## src/rtl/cpu_datapath_seq.sv

```systemverilog
// Sequenced microcoded datapath: EXEC (B-bus, ALU, shifter, C-bus writes, N/Z) then optional MEM_W/MEM_R; debug taps built only with CPU_DEBUG_TAP_EN.
// Latency: 2 cycles per ALU-only op; each memory transaction adds 1 + wait cycles, bounded by TIMEOUT_CYC.
// Backpressure: mir_ready only in IDLE; memory phases stall on mem_ack until ack or timeout.
module cpu_datapath_seq #(
  parameter int DATA_W      = 32,
  parameter int NREGS       = 16,
  parameter int ADDR_W      = 8,
  parameter int TIMEOUT_CYC = 15,
  localparam int BSEL_W     = $clog2(NREGS),
  localparam int MIR_W      = 2 + 3 + 2 + NREGS + BSEL_W
) (
  input  logic              clock,
  input  logic              reset_n,
  input  logic [MIR_W-1:0]  mir,
  input  logic              mir_valid,
  output logic              mir_ready,
  output logic              busy,
  output logic              flag_n,
  output logic              flag_z,
  output logic              bus_err,
  output logic              mem_req,
  output logic              mem_we,
  output logic [ADDR_W-1:0] mem_addr,
  output logic [DATA_W-1:0] mem_wdata,
  input  logic [DATA_W-1:0] mem_rdata,
  input  logic              mem_ack,
  output logic [DATA_W-1:0] on_c,
  output logic [DATA_W-1:0] on_b,
  output logic [DATA_W-1:0] on_ram_read,
  output logic [DATA_W-1:0] on_ram_write
);

  localparam int CNT_W = $clog2(TIMEOUT_CYC + 1);

  typedef enum logic [1:0] {IDLE, EXEC, MEM_W, MEM_R} state_t;

  state_t              state_q, state_d;
  logic [MIR_W-1:0]    mir_q;
  logic [DATA_W-1:0]   regs [NREGS];
  logic [CNT_W-1:0]    cnt_q;

  logic [1:0]          f_shift;
  logic [2:0]          f_alu;
  logic [1:0]          f_mem;
  logic [NREGS-1:0]    f_cwr;
  logic [BSEL_W-1:0]   f_bsel;

  logic [DATA_W-1:0]   a_bus, b_bus, alu_out, c_bus;
  logic                in_mem, tmo_hit, tmo_fire;

  assign f_shift = mir_q[MIR_W-1 -: 2];
  assign f_alu   = mir_q[MIR_W-3 -: 3];
  assign f_mem   = mir_q[MIR_W-6 -: 2];
  assign f_cwr   = mir_q[BSEL_W +: NREGS];
  assign f_bsel  = mir_q[BSEL_W-1:0];

  assign a_bus = regs[0];

  // Select codes past the register file read as zero.
  always_comb begin
    b_bus = '0;
    if (int'(f_bsel) < NREGS) b_bus = regs[f_bsel];
  end

  always_comb begin
    alu_out = '0;
    case (f_alu)
      3'd0: alu_out = a_bus;
      3'd1: alu_out = b_bus;
      3'd2: alu_out = a_bus + b_bus;
      3'd3: alu_out = a_bus + b_bus + DATA_W'(1);
      3'd4: alu_out = b_bus - a_bus;
      3'd5: alu_out = a_bus & b_bus;
      3'd6: alu_out = a_bus | b_bus;
      default: alu_out = b_bus + DATA_W'(1);
    endcase
  end

  always_comb begin
    c_bus = alu_out;
    case (f_shift)
      2'b01: c_bus = alu_out << 8;
      2'b10: c_bus = {alu_out[DATA_W-1], alu_out[DATA_W-1:1]};
      2'b11: c_bus = {1'b0, alu_out[DATA_W-1:1]};
      default: c_bus = alu_out;
    endcase
  end

  assign in_mem   = (state_q == MEM_W) || (state_q == MEM_R);
  assign tmo_hit  = (cnt_q == CNT_W'(TIMEOUT_CYC - 1));
  assign tmo_fire = in_mem && !mem_ack && tmo_hit;

  always_comb begin
    state_d   = state_q;
    mir_ready = (state_q == IDLE);
    case (state_q)
      IDLE: if (mir_valid) state_d = EXEC;
      EXEC: begin
        if (f_mem == 2'b00)  state_d = IDLE;
        else if (f_mem[1])   state_d = MEM_W;
        else                 state_d = MEM_R;
      end
      MEM_W: begin
        // A timed-out write abandons the pending read of an exchange.
        if (mem_ack)      state_d = f_mem[0] ? MEM_R : IDLE;
        else if (tmo_hit) state_d = IDLE;
      end
      MEM_R: if (mem_ack || tmo_hit) state_d = IDLE;
      default: state_d = IDLE;
    endcase
  end

  always_ff @(posedge clock) begin
    if (!reset_n) begin
      state_q <= IDLE;
      mir_q   <= '0;
      cnt_q   <= '0;
      flag_n  <= 1'b0;
      flag_z  <= 1'b0;
      bus_err <= 1'b0;
      for (int i = 0; i < NREGS; i++) regs[i] <= '0;
    end else begin
      state_q <= state_d;
      if (mir_ready && mir_valid) mir_q <= mir;
      if (in_mem && state_d == state_q) cnt_q <= cnt_q + CNT_W'(1);
      else                              cnt_q <= '0;
      if (state_q == EXEC) begin
        for (int i = 0; i < NREGS; i++) begin
          if (f_cwr[i]) regs[i] <= c_bus;
        end
        flag_z <= (c_bus == '0);
        flag_n <= c_bus[DATA_W-1];
      end
      if (state_q == MEM_R && mem_ack) regs[2] <= mem_rdata;
      if (tmo_fire) bus_err <= 1'b1;
    end
  end

  assign busy      = (state_q != IDLE);
  assign mem_req   = in_mem;
  assign mem_we    = (state_q == MEM_W);
  assign mem_addr  = regs[1][ADDR_W-1:0];
  assign mem_wdata = regs[2];

`ifdef CPU_DEBUG_TAP_EN
  logic [DATA_W-1:0] tap_c_q, tap_b_q, tap_rd_q, tap_wr_q;

  always_ff @(posedge clock) begin
    if (!reset_n) begin
      tap_c_q  <= '0;
      tap_b_q  <= '0;
      tap_rd_q <= '0;
      tap_wr_q <= '0;
    end else begin
      if (state_q == EXEC) begin
        tap_c_q <= c_bus;
        tap_b_q <= b_bus;
      end
      if (state_q == MEM_R && mem_ack) tap_rd_q <= mem_rdata;
      tap_wr_q <= regs[2];
    end
  end

  assign on_c         = tap_c_q;
  assign on_b         = tap_b_q;
  assign on_ram_read  = tap_rd_q;
  assign on_ram_write = tap_wr_q;
`else
  assign on_c         = '0;
  assign on_b         = '0;
  assign on_ram_read  = '0;
  assign on_ram_write = '0;
`endif

endmodule

```

## config.mk

```make
export PLATFORM = sky130hd
export DESIGN_NAME = cpu_datapath_seq
export DESIGN_NICKNAME = d
export VERILOG_FILES = /design/src/rtl/cpu_datapath_seq.sv
export SDC_FILE = /design/constraint.sdc
export NUM_CORES = 1
export LEC_CHECK = 0
export ABC_CLOCK_PERIOD_IN_PS = 6400
export CAP_MARGIN = 20
export CORE_MARGIN = 1
export CORE_UTILIZATION = 54
export DETAILED_ROUTE_END_ITERATION = 16
export HOLD_SLACK_MARGIN = 0.12
export PLACE_DENSITY_LB_ADDON = 0.3
export SYNTH_ARGS = -nofsm -noshare
export SYNTH_HDL_FRONTEND = slang
export SYNTH_SLANG_ARGS = --single-unit
```

## constraint.sdc

```tcl
create_clock -name clock -period 6.4 [get_ports clock]
set_input_delay 0.64 -clock clock [delete_from_list [all_inputs] [get_ports clock]]
set_output_delay 0.64 -clock clock [all_outputs]
set_load 0.1 [all_outputs]
```

==> results by stage <==
GRT:
- The number of global-route vias before repair came to around 26000.
- The global routing usage summed across all routing layers is 34.4%.
- Entering global routing, the biggest net connects 121 pins.
- The aggregate global routing overflow is 0.
- The number of antenna violations at the first check in global routing was 1.
- The first global-routing pass estimated between 150000 and 200000 um of wire.

STA:
- The final critical path takes up between 90% and 100% of the cycle.
- The total count of max-transition violations in the final report is 0.
- Timing would allow up to about 160 MHz.
- The transition at the pin with the smallest max-transition slack is between 1000 and 1500 ps.
- The count of final setup violators is 0.
- The worst clock skew is around 26 ps.
- The shortest period the worst path allows is ~6200 ps.
- The post-layout worst setup margin is between 200 and 250 ps.
- The total count of hold-check failures in the final report is 0.
- The worst slew margin relative to its limit is between 20% and 30%.

Routing:
- In the final routed layout, each cell accounts on average for 25.2 um.
- The residual DRC count is 0.
- The violation count after the first detailed-routing iteration is about 3800.
- The first TritonRoute pass finished after 6 iterations.
- Detailed routing inserted a total of between 20000 and 30000 vias.
- In the routed layout, each cell is associated on average with a via count of 6.53.
- The number of antenna-violating nets in the routed design is 0.
- The wire length reported by the detailed router is roughly 110000 um.

Die:
- After floorplanning, the core was divided into between 80 and 90 placement rows.
- The die is 247 um wide.
- The placeable core region is approximately 0.06 mm^2.
- approximately 240 I/O pins were placed.
- In this run the vertical extent of the chip is ~250 um.
- The floorplan step defined a die boundary enclosing 0.0608 mm^2.
- For this configuration, the core starts out at a cell density of between 50% and 60%.

Finish:
- At the end of the flow, the number of nets in the layout was approximately 3500.
- The filler cell count in the final layout is roughly 4800.
- The area growth from synthesis to layout is 11.4%.
- The share of final-layout standard cells stronger than drive strength 1 is ~14%.
- In the final layout, the multi-input gates occupy 0.0161 mm^2.
- The post-layout instance count excluding filler cells is between 4000 and 5000.
- 0 antenna diodes ended up in the layout.
- The storage element area is between 0.01 and 0.015 mm^2.

Logic synthesis:
- In the synthesized netlist the dominant register cell turns out to be edfxtp_1.
- The async set or reset register ratio after synthesis is 0%.
- The synthesized instance count is 3307.
- The yosys synthesis warning count is 0.
- The flop and latch count out of synthesis is about 550.
- The per-instance average area after synthesis is just under 10 um^2.
- Yosys mapped the design onto slightly below 100 distinct sky130hd cell types.
- The post-synthesis sequential area ratio is 44.1%.
- The synthesized design contains between 300 and 400 enable-type register cells.
- Summing every instance area after synthesis gives approximately 0.032 mm^2.

Placed design:
- The number of placed instances, taps included, is 4070.
- Once detailed placement completed, the half-perimeter wirelength came to around 71000 um.
- At the placement stage, the worst setup path has a slack of 189 ps.
- The number of buffers added on ports is around 110.
- The congestion estimate from routability-driven global placement came to 0.987.

Run status:
- The run finished with clean final reports.

Worst setup path:
- The nature of the critical path startpoint is a flip-flop.
- At the worst endpoint, the required time is roughly 6700 ps.
- In this run the worst path has a maximum fanout of 21.
- The critical path is of the reg2reg type.
- Walking the worst path, the cells encountered are buf_4 -> mux4_2 -> mux2i_1 -> nor2_1 -> a21oi_1 -> ha_1 -> a21oi_1 -> and2_1 -> o211ai_1 -> and4_1 -> or2_1 -> or4_1 -> o311a_1 -> o31ai_1 -> o22a_1 -> buf_12 -> nor2_1.
- The capturing element type of the critical path is a flip-flop.
- The arrival time reported for the critical path endpoint is roughly 6500 ps.
- In this design, the stage delay of the slowest critical-path cell is 750 ps.
- The slowest cell on the critical path is dfxtp_2.

Clock tree:
- The post-CTS clock slew at the launch and capture registers of the worst setup and hold paths is approximately 70 ps.
- TritonCTS built the clock tree.
- In this run, CTS created clock tree buffers numbering 50.
- For this design, the CTS-stage hold fixing added 0 buffers.
- The H-tree level count is 2.
- The cell sitting at the root of the clock tree is a clkbuf_16.
- Counting along the longest clock path gives a buffer depth of 3.
- The insertion delay of the later-clocked pin in the worst-skew pair is between 500 and 600 ps.
- The clock sink count is roughly 550.

Power and ir drop:
- For this design the ratio of total power to cell area is 270 mW/mm^2.
- The peak ir drop on the vdd network is between 0.0002 and 0.00025 V.
- The leakage power is 13.4 nW.
- The post-layout total power is ~9.7 mW.

Flow run:
- The max-capacitance violation count is 0.

Min path:
- The path class of the tightest hold or removal check is reg2reg.
registers in the layout (all words and copies together) (netlist names), named ones only:
register,cells
flag_z,1
state_q,2
flag_n,1
mir_q,27
cnt_q,4
bus_err,1
regs,512
path summary, 6_finish.rpt:
path	from	end	slack, ps	cells past startpoint
max reg2reg	flip-flop	regs[6][31]$_SDFFCE_PN0P_	220	17
min reg2reg	regs[15][17]$_SDFFE_PN0P_	regs[15][17]$_SDFFE_PN0P_	470	2
min	regs[15][17]$_SDFFE_PN0P_	regs[15][17]$_SDFFE_PN0P_	470	2
max	flip-flop	regs[6][31]$_SDFFCE_PN0P_	220	17
power by group:
group          internal, mW  switching, mW
registers              3.88         0.0878
clock network          1.74           1.31
logic                 0.826           1.87
total                  6.45           3.27
critical path, delay by kind of cell, from the launching register on:
family                     cells  cell delay (ps)
muxes                          2              640
DFF                            1              750
AOI/OAI and AO/OA              6             1810
and+or+nand+nor                6             1530
adders and majority gates      1              460
buffers and inverters          2              670
synthesized netlist by cell type (27+ instances only):
cell type  instances  share of area, %
nand4_1           37              0.72
nor3_1            39              0.60
edfxtp_1         320                30
inv_1            112               1.3
dfxtp_1          232                14
nand2_1          219               2.5
mux4_2           149                10
a21oi_1          144               2.2
buf_2             27              0.42
o21ai_0          337               5.2
clkbuf_1         214               2.5
ha_1             100               3.9
nor2_1           434               5.0
a221oi_1          28              0.76
buf_4            143               3.3
nand3_1          238               3.7
stage by stage:
stage / util (%) / hold WS [ps] / instance area, um^2 / TNS (ps)
4_1_cts: 60.6 / 470 / 35800 / 0
5_1_grt: 60.9 / 490 / 36000 / -82.9
2_1_floorplan: - / 430 / 32800 / 0
6_report: 60.9 / 469 / 36000 / 0
3_3_place_gp: 57.7 / 438 / 34100 / 0
3_5_place_dp: 57.7 / 459 / 34100 / 0
layer usage:
| metal | track usage (%) | vias to the layer above | wire length (um) |
|---|---|---|---|
| met2 | 54.0 | 1682 | 48700 |
| li1 | - | 12000 | - |
| met3 | 4.91 | 240 | 11100 |
| met1 | 48.3 | 13300 | 41900 |
| met5 | 0 | - | 0 |
| met4 | 12.6 | 0 | 3560 |
cell families (layout without fill, tap and decap cells):
logic type / count (synthesis) / count (layout) / synth area share, %
mux: 177 / 177 / 11.3
flops: 552 / 552 / 44.1
fa+ha+maj: 102 / 102 / 4.00
compound gates: 795 / 795 / 15.6
buf+inv: 508 / 478 / 7.72
xor+xnor: 36 / 36 / 1.00
simple gates: 1136 / 1136 / 16.2
other cells: 1 / 128 / 0.0116
layout by cell type (no fill, tap or decap), drive strengths merged, types with 23 or more instances in the layout:
master	n
clkbuf	72
mux4	149
nand3	238
buf	165
a21oi	145
a211oi	30
conb	128
nand4	37
o21ai	342
nor2	436
nand2	220
edfxtp	320
a221oi	29
clkdlybuf4s50	108
inv	116
ha	100
nor3	40
a21o	23
dfxtp	232
area by class of cell:
class | count | area share, %
clock inverters | 21 | 0.431
inverters | 112 | 1.17
clock buffers | 72 | 4.26
multi-input cells | 2374 | 44.7
repair buffers | 273 | 7.04
flip-flops and latches | 552 | 39.7
well taps | 773 | 2.69
timing repair:
action                     in CTS  in global routing
buffers inserted                0                 10
gates resized for setup         0                 11
setup endpoints to repair       0                159
hold endpoints to repair        0                  0
Power figures use the tool's default switching activity.
